$ cat src/rtl/vga_timing_gen.sv
// vga_timing_gen: parametrised VGA sync generator.
// A programmable divider produces the pixel strobe, and column and row counters
// follow it. hsync, vsync and visible are registered from the next-state position,
// so they change on the same clock edge as col/row.
// Timing is reprogrammable at runtime. A write lands in a pending copy, and that
// copy becomes active only on the new_frame cycle, so a mode switch never tears.
module vga_timing_gen #(
  parameter int c_clk_div      = 4,
  parameter int c_nb_div       = 4,
  parameter int c_nb_pxls      = 11,
  parameter int c_nb_lines     = 10,
  parameter int c_hsync_act    = 0,
  parameter int c_vsync_act    = 0,
  parameter int c_pxl_visible  = 640,
  parameter int c_pxl_fporch   = 16,
  parameter int c_pxl_synch    = 96,
  parameter int c_pxl_total    = 800,
  parameter int c_line_visible = 480,
  parameter int c_line_fporch  = 9,
  parameter int c_line_synch   = 2,
  parameter int c_line_total   = 520
) (
  input  logic                  rst,
  input  logic                  clk,
  input  logic                  cfg_wr,
  input  logic [c_nb_pxls-1:0]  cfg_h_visible,
  input  logic [c_nb_pxls-1:0]  cfg_h_fporch,
  input  logic [c_nb_pxls-1:0]  cfg_h_synch,
  input  logic [c_nb_pxls-1:0]  cfg_h_total,
  input  logic [c_nb_lines-1:0] cfg_v_visible,
  input  logic [c_nb_lines-1:0] cfg_v_fporch,
  input  logic [c_nb_lines-1:0] cfg_v_synch,
  input  logic [c_nb_lines-1:0] cfg_v_total,
  output logic                  cfg_pend,
  output logic                  new_pxl,
  output logic                  new_line,
  output logic                  new_frame,
  output logic [c_nb_pxls-1:0]  col,
  output logic [c_nb_lines-1:0] row,
  output logic                  visible,
  output logic                  hsync,
  output logic                  vsync
);

  typedef struct packed {
    logic [c_nb_pxls-1:0]  h_visible;
    logic [c_nb_pxls-1:0]  h_fporch;
    logic [c_nb_pxls-1:0]  h_synch;
    logic [c_nb_pxls-1:0]  h_total;
    logic [c_nb_lines-1:0] v_visible;
    logic [c_nb_lines-1:0] v_fporch;
    logic [c_nb_lines-1:0] v_synch;
    logic [c_nb_lines-1:0] v_total;
  } timing_t;

  localparam timing_t c_act_rst = '{
    h_visible: c_nb_pxls'(c_pxl_visible),
    h_fporch:  c_nb_pxls'(c_pxl_fporch),
    h_synch:   c_nb_pxls'(c_pxl_synch),
    h_total:   c_nb_pxls'(c_pxl_total),
    v_visible: c_nb_lines'(c_line_visible),
    v_fporch:  c_nb_lines'(c_line_fporch),
    v_synch:   c_nb_lines'(c_line_synch),
    v_total:   c_nb_lines'(c_line_total)
  };

  localparam logic [c_nb_div-1:0] c_div_last = c_nb_div'(c_clk_div - 1);
  localparam logic c_hs_on = 1'(c_hsync_act);
  localparam logic c_vs_on = 1'(c_vsync_act);

  // Sync window bounds carry two extra bits. The stop bound adds three
  // counter-width terms, and it must not wrap even with every field at its maximum.
  localparam int c_hw = c_nb_pxls + 2;
  localparam int c_vw = c_nb_lines + 2;

  logic [c_nb_div-1:0]   div_q, div_d;
  logic [c_nb_pxls-1:0]  col_q, col_d;
  logic [c_nb_lines-1:0] row_q, row_d;
  timing_t               act_q, act_d;
  timing_t               pend_q, pend_d;
  logic                  cfg_pend_q, cfg_pend_d;
  logic                  visible_q, visible_d;
  logic                  hsync_q, hsync_d;
  logic                  vsync_q, vsync_d;

  logic [c_nb_pxls-1:0]  h_last;
  logic [c_nb_lines-1:0] v_last;
  logic                  last_col;
  logic                  last_row;
  logic                  apply;
  logic [c_hw-1:0]       hs_start, hs_stop;
  logic [c_vw-1:0]       vs_start, vs_stop;

  // Divider, column and row counters. A total of 0 behaves as 1, which pins the counter at 0.
  always_comb begin
    new_pxl   = (div_q == c_div_last);
    div_d     = new_pxl ? '0 : div_q + 1'b1;
    h_last    = (act_q.h_total == '0) ? '0 : act_q.h_total - 1'b1;
    v_last    = (act_q.v_total == '0) ? '0 : act_q.v_total - 1'b1;
    last_col  = (col_q == h_last);
    last_row  = (row_q == v_last);
    new_line  = new_pxl & last_col;
    new_frame = new_line & last_row;
    col_d     = col_q;
    row_d     = row_q;
    if (new_pxl) col_d = last_col ? '0 : col_q + 1'b1;
    if (new_line) row_d = last_row ? '0 : row_q + 1'b1;
  end

  // Pending/active config. A write that lands on the apply cycle stays pending for the next frame.
  always_comb begin
    apply      = new_frame & cfg_pend_q;
    act_d      = apply ? pend_q : act_q;
    pend_d     = pend_q;
    cfg_pend_d = cfg_pend_q & ~apply;
    if (cfg_wr) begin
      pend_d = '{cfg_h_visible, cfg_h_fporch, cfg_h_synch, cfg_h_total,
                 cfg_v_visible, cfg_v_fporch, cfg_v_synch, cfg_v_total};
      cfg_pend_d = 1'b1;
    end
  end

  // Decode from the next position and the config that will govern it, so the registered outputs have zero skew.
  always_comb begin
    hs_start  = {2'b00, act_d.h_visible} + {2'b00, act_d.h_fporch};
    hs_stop   = hs_start + {2'b00, act_d.h_synch};
    vs_start  = {2'b00, act_d.v_visible} + {2'b00, act_d.v_fporch};
    vs_stop   = vs_start + {2'b00, act_d.v_synch};
    visible_d = (col_d < act_d.h_visible) && (row_d < act_d.v_visible);
    hsync_d   = (({2'b00, col_d} >= hs_start) && ({2'b00, col_d} < hs_stop)) ? c_hs_on : ~c_hs_on;
    vsync_d   = (({2'b00, row_d} >= vs_start) && ({2'b00, row_d} < vs_stop)) ? c_vs_on : ~c_vs_on;
  end

  // State registers. Reset discards any pending config and restores the parameter timing.
  always_ff @(posedge clk or posedge rst) begin
    if (rst) begin
      div_q      <= '0;
      col_q      <= '0;
      row_q      <= '0;
      act_q      <= c_act_rst;
      pend_q     <= '0;
      cfg_pend_q <= 1'b0;
      visible_q  <= 1'b0;
      hsync_q    <= ~c_hs_on;
      vsync_q    <= ~c_vs_on;
    end else begin
      div_q      <= div_d;
      col_q      <= col_d;
      row_q      <= row_d;
      act_q      <= act_d;
      pend_q     <= pend_d;
      cfg_pend_q <= cfg_pend_d;
      visible_q  <= visible_d;
      hsync_q    <= hsync_d;
      vsync_q    <= vsync_d;
    end
  end

  assign col      = col_q;
  assign row      = row_q;
  assign cfg_pend = cfg_pend_q;
  assign visible  = visible_q;
  assign hsync    = hsync_q;
  assign vsync    = vsync_q;

endmodule

$ cat config.mk
export PLATFORM = sky130hd
export DESIGN_NAME = vga_timing_gen
export DESIGN_NICKNAME = d
export VERILOG_FILES = /design/src/rtl/vga_timing_gen.sv
export SDC_FILE = /design/constraint.sdc
export NUM_CORES = 1
export LEC_CHECK = 0
export BUFFER_PORTS_ARGS = -buffer_cell sky130_fd_sc_hd__buf_2
export CAP_MARGIN = 0
export CORE_AREA = 2 2 175 177
export CTS_BUF_LIST = sky130_fd_sc_hd__clkbuf_8 sky130_fd_sc_hd__clkbuf_16
export CTS_CLUSTER_SIZE = 14
export DETAILED_ROUTE_END_ITERATION = 6
export DIE_AREA = 0 0 177 179
export PLACE_DENSITY_LB_ADDON = 0.05
export SETUP_SLACK_MARGIN = 0.2
export SLEW_MARGIN = 20
export SYNTH_ARGS = -nofsm -noshare
export SYNTH_HDL_FRONTEND = slang
export SYNTH_SLANG_ARGS = --single-unit
$ cat constraint.sdc
create_clock -name clk -period 8.3 [get_ports clk]
set_input_delay 0.83 -clock clk [delete_from_list [all_inputs] [get_ports clk]]
set_output_delay 0.83 -clock clk [all_outputs]
set_load 0.02 [all_outputs]
==> metrics <==
Sink Count=197; worst path bufs/invs=2; PwrDens=213 nW/µm²; commonest cells after routing, fill and taps aside=nand2_1 (239), dfrtp_1 (178), buf_2 (113); Residual DRC=0; crit path DAT=7.73 ns; Max-Cap Viols=0; wire length per cell=17.4 µm; yosys warns=0; first-pass GRT wire length=47.9 mm; R2R Path Start=act_q[0]$_DFFE_PP0N_; post-synthesis cell type count=75; HP Start=pend_q[6]$_DFFE_PP0P_; Die Y=179 µm; total gr overflow=0; I/O pin cnt=115; clk_skew=0.0135 ns; M1 WL=14.1 mm; DR top layer=met4; DR pass1 iterations=5; Final setup viols=0; Async SR Flop Fraction=1.00; largest net degree at the start of global routing=130; worst vdd ir=147 µV; DP HPWL=22.3 mm; synthesized area=11,800 µm²; Final TNS setup=0 ns; HP Class=flop to flop; CP peak stage delay=0.52 ns; Starting DRT DRC Count=374; EDFF count, synth=0; R2R cell count=31; fin crit period=7.36 ns; Critical Setup Path Class=flop to flop; insertion delay to the later sink of the worst-skew pair=0.46 ns; initial core utilization=0.393; number of diodes=0; worst hold stages=2; initial antenna violation count=0; status=finished clean; Max Fclk=136 MHz; crit-path max FO=24; Die Width=177 µm; CTS tree=built; total power=2850 µW; Final ANT Viol Nets=0; Reg2Reg Setup Slack=0.94 ns; register area=4950 µm²; Worst path slowest cell=or4b_4; DIE AREA=31,700 µm²; total routed wirelength=29.6 mm; Clock Tree Root=clkbuf_16; Slew headroom=0.357; multi-input logic area=6410 µm²; I/O Buffers=114; final period utilization=0.886; TritonCTS Buffers=17; sequential area share after synthesis=0.420; Critical Path RT=8.68 ns; Leak=0.00645 µW; synthesized net count=1,392; most common cell after layout, fill and taps aside=nand2_1; crit-path leading delay family=simple AND/OR/NAND/NOR gates; GP Congestion=0.862; Core ar.=30,000 µm²; layout cell share with drive strength beyond 1=0.217; fin nets=1,491; cts hold-fix bufs=0; Crit path top cell by count=nand2_1; routed vias=8,699; Final Hold Vio Count=0; H-tree depth=4; number of synthesized register bits=197; Post-Syn Instances=1,194; FF-to-FF End=hsync$_DFF_PP1_; Filler cells=2,963; area grow syn2layout=13.6%; Slew Viols, Final=0; ys flop type=dfrtp_1; RSZ-0062 raised after global routing=false; Startpoint Class=flop; Worst-Margin Slew=0.964 ns; average cell area after synthesis=9.88 µm²; std cell rows=64; total track usage=0.196; number of global-route vias before repair=8,726; Via-to-Cell Ratio=5.11; Min-Delay Endpoint=act_q[6]$_DFFE_PP0N_; routed length on met2=14.3 mm; clk slew on worst S/H paths=0.08 ns; element type at the critical path end=flop; met3 WL=786 µm; CTS Buffer Depth=2
==> registers in the layout, indices dropped and copies added, names as in the netlist <==
register / flops
cfg_pend: 1
visible: 1
col: 11
hsync: 1
pend_q: 84
act_q: 84
vsync: 1
div_q: 4
row: 10
==> how the worst max path moves through the flow <==
stage	slack [ns]	endpoint	cells after the start	start
floorplan	1.35	hsync$_DFF_PP1_	33	act_q[0]$_DFFE_PP0N_
global placement	0.85	hsync$_DFF_PP1_	32	act_q[40]$_DFFE_PP0N_
detailed placement	0.72	hsync$_DFF_PP1_	32	act_q[40]$_DFFE_PP0N_
CTS	0.67	hsync$_DFF_PP1_	32	act_q[40]$_DFFE_PP0N_
global route	0.21	hsync$_DFF_PP1_	31	act_q[0]$_DFFE_PP0N_
finish	0.94	hsync$_DFF_PP1_	31	act_q[0]$_DFFE_PP0N_
==> cells by family after synthesis <==
family | after synthesis | synth area share
flip-flops | 197 | 0.420
multiplexers | 107 | 0.101
XOR/XNOR | 68 | 0.0505
AO/OA/AOI/OAI | 194 | 0.108
buffers and inverters | 110 | 0.0388
AND/OR/NAND/NOR | 407 | 0.162
adder cells (fa/ha/maj) | 111 | 0.120
==> worst min-delay path, stage by stage, from the launching register on <==
cell and delay, ns:
dfrtp_1 0.34, nand2_1 0.05, nand2_1 0.05
==> cell usage after synthesis, types with 20 or more instances <==
cell / count / area (µm²)
ha_1: 108 / 1350
dfrtp_1: 178 / 4450
mux2_2: 84 / 946
a21oi_1: 48 / 240
clkbuf_1: 26 / 97.6
inv_1: 66 / 248
nand2b_1: 20 / 125
a21o_1: 24 / 180
xnor2_1: 40 / 350
nand3_1: 23 / 115
nor2_1: 38 / 143
xor2_1: 28 / 245
o21ai_0: 50 / 250
nand2_1: 240 / 901
==> metal layers <==
metal  vias to the layer above  global-route usage
li1                       4352                   -
met1                      4213               0.264
met2                       115               0.326
met3                        19              0.0333
met4                         0              0.0520
met5                         -                   0
==> power breakdown <==
group	total (µW)	internal, µW	switching (µW)
combinational	841	388	453
clock	894	466	428
sequential	1110	1050	64.2
total	2850	1900	945
==> timing repair <==
| item | 4_1_cts | 5_1_grt |
|---|---|---|
| setup buffers | 0 | 0 |
| resized for setup | 0 | 5 |
| endpoints found under the setup margin | 0 | 1 |
==> layout make-up <==
cell class              instances  share of cell area
multi-input cells             887               0.479
flip-flops and latches        197               0.370
inverters                      66              0.0191
repair buffers                124              0.0484
well taps                     396              0.0370
clock inverters                15              0.0155
clock buffers                  17              0.0318
==> metrics by stage <==
| stage | util | hold WS, ns | instances | cell area, µm² | setup WS, ns |
|---|---|---|---|---|---|
| 4_1_cts | 0.445 | 0.479 | 1702 | 13400 | 0.671 |
| 6_report | 0.446 | 0.473 | 1702 | 13400 | 0.944 |
| 3_3_place_gp | 0.424 | 0.456 | 1670 | 12700 | 0.854 |
| 2_1_floorplan | - | 0.433 | 1194 | 11800 | 1.35 |
| 5_1_grt | 0.446 | 0.505 | 1702 | 13400 | 0.207 |
| 3_5_place_dp | 0.424 | 0.458 | 1670 | 12700 | 0.715 |
Power figures use the tool's default switching activity.
